File: config.mk
export PLATFORM = sky130hd
export DESIGN_NAME = alu_seq
export DESIGN_NICKNAME = d
export VERILOG_FILES = /design/src/rtl/alu_seq.sv
export SDC_FILE = /design/constraint.sdc
export NUM_CORES = 1
export LEC_CHECK = 0
export CORE_AREA = 3 3 90 92
export CTS_BUF_LIST = sky130_fd_sc_hd__clkbuf_4 sky130_fd_sc_hd__clkbuf_8 sky130_fd_sc_hd__clkbuf_16
export DETAILED_ROUTE_END_ITERATION = 16
export DIE_AREA = 0 0 93 95
export GPL_ROUTABILITY_DRIVEN = 0
export PLACE_DENSITY = 0.87
export SLEW_MARGIN = 20
export SYNTH_ARGS = -nofsm -noshare
export SYNTH_HDL_FRONTEND = slang
export SYNTH_SLANG_ARGS = --single-unit
File: constraint.sdc
create_clock -name clk -period 4.4 [get_ports clk]
set_clock_uncertainty 0.2 [all_clocks]
set_input_delay 0.44 -clock clk [delete_from_list [all_inputs] [get_ports clk]]
set_output_delay 0.44 -clock clk [all_outputs]
set_load 0.01 [all_outputs]
File: src/rtl/alu_seq.sv
// alu_seq: handshaked ALU with single-cycle arithmetic/logic/shift operations
// and an iterative shift-add unsigned multiply. The result, high product half
// and flags {E,V,C,N,Z} sit in output registers behind a valid/ready stage.
module alu_seq #(
  parameter int WIDTH = 8,
  localparam int SHW = $clog2(WIDTH)
) (
  input  logic             clk,
  input  logic             reset,
  input  logic             in_valid,
  output logic             in_ready,
  input  logic [WIDTH-1:0] a,
  input  logic [WIDTH-1:0] b,
  input  logic [3:0]       opcode,
  output logic             out_valid,
  input  logic             out_ready,
  output logic [WIDTH-1:0] c,
  output logic [WIDTH-1:0] c_hi,
  output logic [4:0]       flags
);

  localparam int MSB = WIDTH - 1;
  localparam int CW  = $clog2(WIDTH + 1);

  localparam logic [3:0] OP_ADD  = 4'd0;
  localparam logic [3:0] OP_SUB  = 4'd1;
  localparam logic [3:0] OP_AND  = 4'd2;
  localparam logic [3:0] OP_OR   = 4'd3;
  localparam logic [3:0] OP_XOR  = 4'd4;
  localparam logic [3:0] OP_NOT  = 4'd5;
  localparam logic [3:0] OP_SHL  = 4'd6;
  localparam logic [3:0] OP_SHR  = 4'd7;
  localparam logic [3:0] OP_SRA  = 4'd8;
  localparam logic [3:0] OP_CMP  = 4'd9;
  localparam logic [3:0] OP_MUL  = 4'd10;
  localparam logic [3:0] OP_PASS = 4'd11;

  typedef enum logic {S_IDLE, S_MUL} state_t;

  state_t state_q, state_d;

  logic                 accept;
  logic                 mul_last;
  logic [CW-1:0]        cnt_q;
  logic [WIDTH-1:0]     mcand_q;
  logic [2*WIDTH-1:0]   acc_q;
  logic [WIDTH:0]       step_sum;
  logic [2*WIDTH-1:0]   acc_step;
  logic [4:0]           mul_flags;

  logic [SHW-1:0]       sh;
  logic [WIDTH:0]       add_ext;
  logic [WIDTH:0]       sub_ext;
  logic [WIDTH:0]       shl_ext;
  logic [WIDTH:0]       shr_ext;
  logic signed [WIDTH:0] sra_ext;

  logic [WIDTH-1:0]     res;
  logic [WIDTH-1:0]     res_c;
  logic                 c_flag, v_flag, e_flag, z_flag, n_flag;
  logic [4:0]           res_flags;

  // The extra bit on each shift extension catches the last bit shifted out
  assign sh      = b[SHW-1:0];
  assign add_ext = {1'b0, a} + {1'b0, b};
  assign sub_ext = {1'b0, a} - {1'b0, b};
  assign shl_ext = {1'b0, a} << sh;
  assign shr_ext = {a, 1'b0} >> sh;
  assign sra_ext = $signed({a, 1'b0}) >>> sh;

  assign accept   = in_valid && in_ready;
  assign mul_last = (state_q == S_MUL) && (cnt_q == CW'(WIDTH));

  // One shift-add step: add the multiplicand into the high half when the
  // current multiplier bit is set, then shift the whole accumulator right
  assign step_sum  = {1'b0, acc_q[2*WIDTH-1:WIDTH]} + (acc_q[0] ? {1'b0, mcand_q} : '0);
  assign acc_step  = {step_sum, acc_q[WIDTH-1:1]};
  assign mul_flags = {1'b0, 1'b0, (acc_q[2*WIDTH-1:WIDTH] != '0), acc_q[2*WIDTH-1], (acc_q == '0)};

  // Single-cycle result and flags; CMP keeps the subtract flags but returns zero
  always_comb begin
    res    = '0;
    c_flag = 1'b0;
    v_flag = 1'b0;
    e_flag = 1'b0;
    case (opcode)
      OP_ADD: begin
        res    = add_ext[MSB:0];
        c_flag = add_ext[WIDTH];
        v_flag = (a[MSB] == b[MSB]) && (add_ext[MSB] != a[MSB]);
      end
      OP_SUB, OP_CMP: begin
        res    = sub_ext[MSB:0];
        c_flag = sub_ext[WIDTH];
        v_flag = (a[MSB] != b[MSB]) && (sub_ext[MSB] != a[MSB]);
      end
      OP_AND:  res = a & b;
      OP_OR:   res = a | b;
      OP_XOR:  res = a ^ b;
      OP_NOT:  res = ~a;
      OP_SHL: begin
        res    = shl_ext[MSB:0];
        c_flag = shl_ext[WIDTH];
      end
      OP_SHR: begin
        res    = shr_ext[WIDTH:1];
        c_flag = shr_ext[0];
      end
      OP_SRA: begin
        res    = sra_ext[WIDTH:1];
        c_flag = sra_ext[0];
      end
      OP_MUL:  res = '0;
      OP_PASS: res = a;
      default: e_flag = 1'b1;
    endcase
    z_flag = (res == '0) && !e_flag;
    n_flag = res[MSB];
    res_c  = (opcode == OP_CMP) ? '0 : res;
    res_flags = {e_flag, v_flag, c_flag, n_flag, z_flag};
  end

  // State register
  always_ff @(posedge clk) begin
    if (reset) state_q <= S_IDLE;
    else       state_q <= state_d;
  end

  // Next-state logic: a multiply holds the block busy until its result is written
  always_comb begin
    state_d = state_q;
    case (state_q)
      S_IDLE:  if (accept && opcode == OP_MUL) state_d = S_MUL;
      S_MUL:   if (mul_last) state_d = S_IDLE;
      default: state_d = S_IDLE;
    endcase
  end

  // Accept only when idle and the output register is free or draining now
  always_comb begin
    in_ready = !reset && (state_q == S_IDLE) && (!out_valid || out_ready);
  end

  // Output registers and multiplier datapath; a new result overrides a drain
  always_ff @(posedge clk) begin
    if (reset) begin
      out_valid <= 1'b0;
      c         <= '0;
      c_hi      <= '0;
      flags     <= '0;
      cnt_q     <= '0;
      mcand_q   <= '0;
      acc_q     <= '0;
    end else begin
      if (out_valid && out_ready) out_valid <= 1'b0;
      if (accept) begin
        if (opcode == OP_MUL) begin
          mcand_q <= a;
          acc_q   <= {{WIDTH{1'b0}}, b};
          cnt_q   <= '0;
        end else begin
          c         <= res_c;
          c_hi      <= '0;
          flags     <= res_flags;
          out_valid <= 1'b1;
        end
      end else if (state_q == S_MUL) begin
        if (mul_last) begin
          {c_hi, c} <= acc_q;
          flags     <= mul_flags;
          out_valid <= 1'b1;
          cnt_q     <= '0;
        end else begin
          acc_q <= acc_step;
          cnt_q <= cnt_q + CW'(1);
        end
      end
    end
  end

endmodule
== Word-level counts from Yosys, hierarchy flattened ==
Cells that the tools add are included.

* Muxes and demuxes: 34
* $add $sub $neg: 4
* Bitwise gates (word level): 5
* Shifts and indexed selects: 3
* Reduce and logical (&&, ||, !) cells: 24
* Equal/unequal tests: 19

{| class="wikitable"
|+ Operator list
! kind !! number
|-
| 8-bit two-way mux || 10
|-
| 8-bit one-hot mux with 10 select lines || 1
|-
| 16-bit two-way mux || 4
|-
| 4-bit == test (second input constant) || 5
|-
| 5-bit two-way mux || 4
|-
| 8-bit by 8-bit adder with 9-bit output || 2
|-
| 4-bit by 3-bit == test with 1-bit output (second input constant) || 4
|-
| 16-bit zero test || 1
|-
| 4-bit two-way mux || 4
|-
| 12-bit OR reduction || 1
|-
| 1-bit logical AND || 9
|-
| 8-bit by 3-bit << shifter with 9-bit output || 1
|-
| 9-bit by 3-bit right shift with 9-bit output || 1
|-
| 9-bit by 3-bit >>> shifter with 9-bit output || 1
|-
| 8-bit by 8-bit subtractor with 9-bit output || 1
|-
| 8-bit AND || 1
|-
| 4-bit by 2-bit == test with 1-bit output (second input constant) || 2
|-
| 8-bit zero test || 1
|-
| 1-bit two-way mux || 8
|-
| 8-bit inverter || 1
|-
| 8-bit OR || 1
|-
| 8-bit nonzero test || 1
|-
| 8-bit XOR || 1
|-
| 3-bit AND reduction || 2
|-
| 15 further kinds || 22
|}

* Register bits: 51
* Output and inout bits: 23
* Logic and storage cells: 97
* Bits of input ports: 24

== Logic depth before layout (Yosys ltp) ==
* Word-level depth: 7
* Gate-level depth with buffers: 13
* Depth with buffers taken out: 12

== Worst setup path after synthesis ==
No wires, ideal clock.

* Path type: input to register
* Start: in b[2]
* End: reg flags[1]
* Cell stages on the path: 10
* Arrival time: 2649 ps
* Setup time: 103 ps
* Slack: 1448 ps
* Data required time: 4097 ps
* Cells stage by stage: inv_1 > clkbuf_1 > ha_1 > buf_2 > nor3_1 > a2111oi_0 > or4_4 > o211ai_2 > a21oi_2 > a2111oi_2

* Cells in the longest elaborated chain, start to end: 4

{| class="wikitable"
|+ Ends and longest elaborated chain
! what !! line !! text
|-
| from (decl) || 13 || <nowiki>input logic [WIDTH-1:0] b,</nowiki>
|-
| 8-bit by 8-bit subtractor with 9-bit output (tied with other cells) || 66 || <nowiki>assign sub_ext = {1'b0, a} - {1'b0, b};</nowiki>
|-
| 8-bit one-hot mux with 10 select lines (*) || 86 || <nowiki>case (opcode)</nowiki>
|-
| 5-bit two-way mux (*) || 157 || <nowiki>if (opcode == OP_MUL) begin</nowiki>
|-
| 5-bit two-way mux (*) || 156 || <nowiki>if (accept) begin</nowiki>
|-
| to (signal assigned) || 164 || <nowiki>flags <= res_flags;</nowiki>
|-
| to (signal assigned) || 170 || <nowiki>flags <= mul_flags;</nowiki>
|-
| to (decl) || 19 || <nowiki>output logic [4:0] flags</nowiki>
|}

Mark *: on every way between the ends. The rest lies on a longest branch, timed or not. The select of a mux whose other input is x is not followed.
A chain may end at the register's enable or synchronous reset.

== Worst setup path after layout ==
* Start: in a[3]
* End: reg c[5]

* Cells in the longest elaborated chain, start to end: 5

{| class="wikitable"
|+ Ends and longest elaborated chain
! what !! line !! text
|-
| from (decl) || 12 || <nowiki>input logic [WIDTH-1:0] a,</nowiki>
|-
| 8-bit by 8-bit subtractor with 9-bit output (tied with other cells) || 66 ||
|-
| 8-bit one-hot mux with 10 select lines (*) || 86 ||
|-
| 8-bit two-way mux (*) || 119 || <nowiki>res_c = (opcode == OP_CMP) ? '0 : res;</nowiki>
|-
| 8-bit two-way mux (*) || 157 ||
|-
| 8-bit two-way mux (*) || 156 ||
|-
| to (signal assigned) || 162 || <nowiki>c <= res_c;</nowiki>
|-
| to (signal assigned) || 169 || <nowiki>{c_hi, c} <= acc_q;</nowiki>
|-
| to (decl) || 17 || <nowiki>output logic [WIDTH-1:0] c,</nowiki>
|}

Marked as above.

==> summary.md <==
| Metric | Value |
|---|---|
| Leading area contributor after synthesis | dfxtp_1 |
| Buffer count from post-CTS setup fixing | 0 |
| CP max stage cell | a2111oi_0 |
| Hold Path Class | flop to flop |
| Clk_lat worst skew | 310 ps |
| Max clock buf depth | 2 |
| Worst path cell trace | clkdlybuf4s50_1, inv_1, ha_1, nor3_1, a2111oi_0, o221a_1, o221a_2, o211ai_2, o21ai_1, nor2_2 |
| CP max stage delay | 840 ps |
| Post-synthesis async set-or-reset flop share | 0% |
| Largest net degree at the start of global routing | 53 |
| Initial Util | 63.2% |
| Placed insts | 709 |
| Die Wd | 93 um |
| DRC Markers | 0 |
| Die area | 8840 sq um |
| Post-Synthesis Cells | 595 |
| Int Pwr | 0.809 mW |
| Worst Setup Slack post-DPL | 603 ps |
| Unique masters post-synth | 81 |
| Crit start category | primary input |
| Status | completed |
| Net count, final | 680 |
| Max-cap violations | 0 |
| Synthesized Nets | 658 |
| Power Density | 232 nW/um^2 |
| Total routed wirelength | 14300 um |
| Overflow after GRT | 0 |
| Final hold slack | 268 ps |
| VDD IR max | 172 uV |
| Syn avg cell area | 7.75 sq um |
| Routed len/inst | 19.9 um |
| Register area share after synthesis | 22.1% |
| DRT antenna net count | 0 |
| Post-CTS Hold Buffers | 0 |
| Final Hold Vio Count | 0 |
| Resize count post-CTS | 0 |
| Seq pwr share | 40.4% |
| Setup crit end kind | flop |
| DP HPWL | 10400 um |
| Top post-synthesis cells by area | dfxtp_1 22%, ha_1 9.8%, nor2_1 5.5% |
| Drt first-iter violations | 780 |
| RSZ-0062 raised after global routing | no |
| Switching power | 0.397 mW |
| Yosys top cell area share | 22.1% |
| Post-Layout Cell Count | 717 |
| H-tree lvl count | 2 |
| Drt pass-1 iters | 7 |
| Main flop type after synthesis | dfxtp_1 |
| Post-layout min period | 3630 ps |
| WP data required | 4400 ps |
| CTS sink cnt | 51 |
| Ports | 47 |
| Die height | 95 um |
| Seq cells post-synth | 51 |
| Clock power frac | 28.9% |
| Commonest non-fill, non-tap cells in the layout | 68 x nor2_1, 55 x nand2_1, 51 x dfxtp_1, 45 x clkdlybuf4s50_1, 44 x a21oi_1 |
| Final Util | 71.4% |
| IO buf count | 46 |
| First-pass GRT wire length | 22600 um |
| Final worst-path cycle share | 82.4% |
| Area delta synth->final | 12.9% |
| Final number of setup-violating endpoints | 0 |
| Post-synth EDFFs | 0 |
| Crit Path Category | primary input to flop |
| Synth warn | 0 |
| Comb power frac | 30.7% |
| Rel. slew slack | 37.9% |
| Via density | 6.96 |
| Fraction of layout cells with a size suffix above 1 | 9.06% |
| WP data arrival | 3630 ps |
| CTS clk-pin slew, worst paths | 100 ps |
| Least-Margin Pin Slew | 909 ps |
| Worst-path maximum fanout | 12 |
| Clock buffer count from CTS | 5 |
| Rows | 31 |
| Diodes inserted | 0 |
| Core area | 7290 sq um |
| Final WS setup | 772 ps |
| Vias in the first global route | 4563 |
| Most common cell after layout, fill and taps aside | nor2_1 |
| Max Freq | 276 MHz |
| Sw Ratio | 32.9% |
| TNS Setup | 0 ps |
| Fin. max-slew vios | 0 |
| Root buffer cell | clkbuf_8 |
| Vias | 4990 |
| Initial antenna violation count | 0 |
| Mapped Area | 4610 sq um |
| Leak | 2.05 nW |
| CTS tree | done |
| GRT Resource Usage Total | 31.9% |
## Yosys cell counts (3+ instances only)
cell,count
and3_1,3
a311oi_1,11
mux2i_1,14
a21oi_1,44
buf_2,22
xor2_1,3
inv_1,28
o32ai_1,4
a31oi_1,12
o21ai_0,15
a221oi_1,4
a211oi_1,6
xnor2_1,5
buf_4,4
or3_1,3
dfxtp_1,51
a21o_1,6
a32oi_1,6
mux4_2,6
nand3b_1,4
nor2b_1,8
fa_1,3
o21ai_1,10
a2111oi_0,3
and2_1,10
nor3_1,13
o31a_1,3
o211ai_1,13
a221o_1,3
o21bai_1,3
nand2_1,55
nand3_1,20
nand2b_1,6
clkbuf_1,19
nor2_1,68
mux2_2,6
nor4_1,5
ha_1,36
a22oi_1,5
## registers in the layout, indices dropped and copies added (netlist names)
| register | count |
|---|---|
| out_valid | 1 |
| acc_q | 16 |
| flags | 5 |
| mcand_q | 8 |
| state_q | 1 |
| c | 8 |
| cnt_q | 4 |
| c_hi | 8 |
## stage by stage
step / area, sq um / total power, mW
global placement: 5080 / 0.841
CTS: 5200 / 1.19
detailed placement: 5080 / 0.852
global route: 5200 / 1.25
finish: 5200 / 1.21
floorplan: 4610 / 0.738
## power groups by stage
stage / Clock, mW / Combinational (mW) / Sequential, mW
final: 0.348 / 0.371 / 0.487
after floorplan: 0 / 0.241 / 0.497
after CTS: 0.349 / 0.357 / 0.487
after global routing: 0.369 / 0.394 / 0.489
after global placement: 0 / 0.344 / 0.497
after detailed placement: 0 / 0.354 / 0.498
## critical path: cells and delay by family
family	cells	cell delay (ps)
AOI/OAI and AO/OA	5	1620
buffers and inverters	2	940
adders and majority gates	1	470
and+or+nand+nor	2	150
## final cells by class
type / instances / area (sq um)
clock buffers: 6 / 82.6
clock inverters: 2 / 38.8
fillers: 615 / 2090
inverters: 29 / 109
multi-input cells: 468 / 3250
flip-flops and latches: 51 / 1020
well taps: 99 / 124
repair buffers: 62 / 576
## metal layers
layer  part of all wire [%]  track usage (%)  vias to the layer above
met5                      0                0                        -
met4                    4.6             12.3                        0
met3                     13             9.32                       88
met2                     44             50.7                      374
met1                     38             40.8                     2305
li1                       -                -                     2223
## worst paths after layout
check,startpoint,end,slack [ps],depth (start not counted)
min reg2reg,c_hi[7],c_hi[7],270,2
max reg2reg,state_q,flags[2],1400,8
min,c_hi[7],c_hi[7],270,2
max,a[3],c[5],770,10
## logic make-up after synthesis
family | Yosys count | share of synthesized area (%)
compound gates | 176 | 27.0
simple gates | 219 | 23.6
fa+ha+maj | 39 | 11.1
mux | 26 | 7.44
xor+xnor | 8 | 1.52
buf+inv | 76 | 7.27
flops | 51 | 22.1
No activity file was read; power rests on OpenSTA's default activity.
